<file path="src/rtl/nbcac_word_slicer.sv">
// rtl/nbcac_word_slicer.sv - packs DIN_W-bit words LSB-first into 6-bit symbols for the NBCAC encoder
module nbcac_word_slicer #(
    parameter int DIN_W = 16
) (
    input  logic                             clock,
    input  logic                             rst,
    input  logic [DIN_W-1:0]                 din,
    input  logic                             din_valid,
    output logic                             din_ready,
    input  logic                             flush,
    output logic [5:0]                       dout,
    output logic                             dout_valid,
    input  logic                             dout_ready,
    output logic [$clog2(2*DIN_W+1)-1:0]     fill
);

    localparam int FW = $clog2(2*DIN_W+1);
    localparam int BW = 2*DIN_W;
    localparam logic [FW-1:0] SYM_W  = FW'(6);
    localparam logic [FW-1:0] WORD_W = FW'(DIN_W);

    typedef enum logic [1:0] {
        IDLE,
        FILL,
        DRAIN
    } state_t;

    state_t          state;
    state_t          state_next;
    logic [BW-1:0]   sbuf;
    logic [BW-1:0]   buf_next;
    logic [BW-1:0]   word_ext;
    logic [FW-1:0]   fill_pop;
    logic [FW-1:0]   fill_next;
    logic            flush_pending;
    logic            push;
    logic            pop;

    // Bits at or above fill are kept zero, so buffer[5:0] is already zero-padded.
    assign flush_pending = (state == DRAIN);
    assign din_ready     = (fill <= WORD_W) && !flush_pending;
    assign dout_valid    = (fill >= SYM_W) || (flush_pending && (fill != '0));
    assign dout          = sbuf[5:0];
    assign push          = din_valid && din_ready;
    assign pop           = dout_valid && dout_ready;

    always_comb begin
        buf_next   = sbuf;
        fill_pop   = fill;
        word_ext   = {{DIN_W{1'b0}}, din};
        state_next = state;

        if (pop) begin
            buf_next = sbuf >> 6;
            fill_pop = (fill >= SYM_W) ? (fill - SYM_W) : '0;
        end

        fill_next = fill_pop;
        // Push lands after the popped bits; din_ready guarantees fill_pop <= DIN_W here.
        if (push) begin
            buf_next  = buf_next | (word_ext << fill_pop);
            fill_next = fill_pop + WORD_W;
        end

        case (state)
            DRAIN: begin
                if (fill_next == '0) begin
                    state_next = IDLE;
                end
            end
            default: begin
                if (flush) begin
                    state_next = DRAIN;
                end else if (fill_next == '0) begin
                    state_next = IDLE;
                end else begin
                    state_next = FILL;
                end
            end
        endcase
    end

    always_ff @(posedge clock or posedge rst) begin
        if (rst) begin
            state <= IDLE;
        end else begin
            state <= state_next;
        end
    end

    always_ff @(posedge clock or posedge rst) begin
        if (rst) begin
            sbuf <= '0;
            fill <= '0;
        end else begin
            sbuf <= buf_next;
            fill <= fill_next;
        end
    end

endmodule

</file>
<file path="config.mk">
export PLATFORM = sky130hd
export DESIGN_NAME = nbcac_word_slicer
export DESIGN_NICKNAME = d
export VERILOG_FILES = /design/src/rtl/nbcac_word_slicer.sv
export SDC_FILE = /design/constraint.sdc
export NUM_CORES = 1
export LEC_CHECK = 0
export ABC_AREA = 1
export BUFFER_PORTS_ARGS = -buffer_cell sky130_fd_sc_hd__buf_2
export CAP_MARGIN = 0
export CORE_MARGIN = 2
export CORE_UTILIZATION = 53
export DETAILED_ROUTE_END_ITERATION = 10
export PLACE_DENSITY_LB_ADDON = 0.1
export REMOVE_ABC_BUFFERS = 1
export SYNTH_ARGS = -nofsm -noshare
export SYNTH_HDL_FRONTEND = slang
export SYNTH_SLANG_ARGS = --single-unit
</file>
<file path="constraint.sdc">
create_clock -name clock -period 2 [get_ports clock]
set_input_delay 0.3 -clock clock [delete_from_list [all_inputs] [get_ports clock]]
set_output_delay 0.3 -clock clock [all_outputs]
set_load 0.01 [all_outputs]
</file>
==> results.txt <==
Worst slew pin tran - 0.5238 ns
Die height - 79.87 microns
Initial Util - 55.06%
Clk slew on worst S/H paths - 0.09 ns
Final ANT Viol Nets - 0
Number of placement rows - 27
Post-Place Cell Area - 0.003501 sq mm
Synth Cell Area - 0.003050 sq mm
TritonCTS clock tree - built
Critical Path AT - 2.47 ns
Initial antenna violation count - 0
First-pass GRT wire length - 15400 microns
Mean post-synth cell area - 6.617 sq um
Num CTS Buffers - 5
Drc violations - 0
Htree depth - 2
DR vias - 3801
IO buf count - 34
Count of final hold-check violations - 0
Final GP Congestion - 0.9519
Critical path's slowest cell - dfrtp_1
DRT Pass-1 Iters - 6
Share of cells above drive strength 1 - 40.19%
CTS max path bufs - 2
Required @ worst endpoint - 2.19 ns
IO Pins - 35
Worst-path fanout max - 16
Setup CP Type - reg2reg
CTS Sinks - 40
Initial drt markers - 528
Register area share after synthesis - 32.81%
Mapped Cells - 461
Cell family contributing the most delay on the critical path - simple AND/OR/NAND/NOR gates
Clock Skews - 0.01192 ns
Nets - 556
Yosys warns - 0
Critical Path Max Stage Delay - 0.46 ns
Hpwl dp - 6683 microns
CP Cell Sequence - nor2_1, nand3_2, buf_4, nand4_4, buf_6, nand3_1, nand3_2, nand3_2, nand3_1, nand2_1, nand3_1, nand2_1
Clk_lat worst skew - 0.31 ns
Final setup fails - 32
HP Class - in2async
Overflow after GRT - 0
Area growth, synth to finish - 43.15%
Crit path capture type - flop
Netlist cell types - 34
# diodes - 0
PD cells - 1795 mW/mm^2
WHS - 0.1116 ns
Top_reg_cell synth - dfrtp_1
Outcome - finished with violations
Final setup TNS - -4.248 ns
Vias in the first global route - 3259
CP Launch Type - flop
Async SR Flop Fraction - 100.0%
Tcrit/Tclk final - 114.0%
Maxcap violations - 0
Number of flops mapped to enable cells by yosys - 0
Drt total wl - 11300 microns
Clock root cell - clkbuf_8
Maximum VDD drop - 0.8564 mV
Largest net degree at the start of global routing - 41
Min cycle time layout - 2.281 ns
Final Instance Area - 0.004367 sq mm
Die area - 0.006378 sq mm
Die width - 79.87 microns
DP Worst Slack - -0.1941 ns
Cts hold-fix bufs - 0
Seq cells post-synth - 40
Failing checks - setup timing
Sum of buffers and inverters on the critical path - 2
Overall power - 7.838 mW
Unrepaired setup endpoints after global routing - true
Pleak - 2.242 nW
Drt wl/cell - 18.62 microns
Gr usage total - 30.79%
Core box area - 0.005540 sq mm
DR vias/cell - 6.262
Setup ws final - -0.2807 ns
Fmax - 438.5 MHz
Max-slew violation count - 0
Headroom to the max-slew limit - 65.08%
==> flip-flops by register name, indices dropped and copies added (netlist names) <==
name   count
sbuf      32
fill       6
state      2
==> cells by family after synthesis <==
group	synth area share (%)
compound gates	6.809
buf+inv	9.475
mux	2.953
xor+xnor	0.5743
fa+ha+maj	0.4101
simple gates	46.96
flops	32.81
==> report_power, final <==
part / switching, mW / internal, mW / total [mW]
clock: 0.331 / 0.409 / 0.740
combinational: 3.50 / 2.22 / 5.72
sequential: 0.208 / 1.17 / 1.38
==> cells in the mapped netlist (2+ instances only) <==
cell type  instances  area, sq um
a22oi_1            2        15.01
nand2_2            3        18.77
mux2i_1            9        90.09
buf_1              2        7.510
a21oi_1            6        30.03
dfrtp_1           40         1001
inv_1             31        116.4
nor2_4             2        22.52
nand3_1          118        590.6
buf_4              9        67.56
o211ai_2           4        50.05
nand2_4            2        22.52
nand2_1          140        525.5
nor2_1            37        138.9
buf_2              7        35.03
nand4_1            6        37.54
o22ai_1            3        18.77
o21ai_1           11        55.05
nor3_1             2        10.01
clkbuf_1           7        26.28
o21ai_0            3        15.01
inv_2              5        18.77
==> layout by cell type (no fill, tap or decap), types with 3 or more instances in the layout <==
master | synthesis | routed
a21oi_1 | 6 | 3
a21oi_2 | 0 | 3
buf_12 | 0 | 5
buf_2 | 7 | 34
buf_4 | 9 | 43
buf_6 | 1 | 6
clkbuf_16 | 0 | 3
clkbuf_8 | 0 | 6
dfrtp_1 | 40 | 40
inv_1 | 31 | 30
inv_6 | 0 | 3
mux2i_1 | 9 | 9
nand2_1 | 140 | 118
nand2_2 | 3 | 20
nand2_4 | 2 | 6
nand3_1 | 118 | 67
nand3_2 | 0 | 47
nand3_4 | 0 | 4
nand4_1 | 6 | 6
nor2_1 | 37 | 31
nor2_2 | 1 | 4
nor2_4 | 2 | 5
o211ai_2 | 4 | 4
o21ai_1 | 11 | 9
o21ai_2 | 0 | 5
==> stage by stage <==
step / utilization, % / instances
floorplan: - / 435
global placement: 63.19 / 581
detailed placement: 63.19 / 581
CTS: 68.99 / 598
global route: 78.82 / 607
finish: 78.82 / 607
==> worst paths after layout <==
| kind | from | to | slack [ns] | cells past startpoint |
|---|---|---|---|---|
| setup / recovery | fill[0] | sbuf[20] | -0.28 | 12 |
| setup reg to reg | fill[0] | sbuf[20] | -0.28 | 12 |
| hold / removal | rst | fill[0] | 0.11 | 3 |
| max in group asynchronous | rst | sbuf[1] | 1.52 | 3 |
| hold reg to reg | sbuf[28] | sbuf[28] | 0.49 | 2 |
| min in group clock | flush | state[0] | 0.15 | 2 |
==> timing repair <==
item | CTS | global route
setup buffers | 9 | 4
pin swaps | 20 | 24
setup endpoints to repair | 34 | 35
gates cloned | 0 | 5
gates resized for setup | 33 | 98
==> per-layer routing <==
metal / track usage, % / vias to the layer above / share of wire (%)
li1: - / 1671 / -
met1: 40.17 / 1758 / 37
met2: 53.53 / 279 / 48
met3: 4.638 / 93 / 9.4
met4: 7.627 / 0 / 5.8
met5: 0 / - / 0
==> cell type report <==
cell class              instances  area, sq um
clock inverters                 2        38.79
flip-flops and latches         40         1001
fillers                       382         1174
clock buffers                   6        82.58
well taps                      72        90.09
repair buffers                 91        735.7
multi-input cells             359         2255
inverters                      37        163.9
==> worst min-delay path, stage by stage <==
cell and delay [ns]:
buf_2 0.09, inv_1 0.04, buf_4 0.44
(Power assumes the default switching activity.)
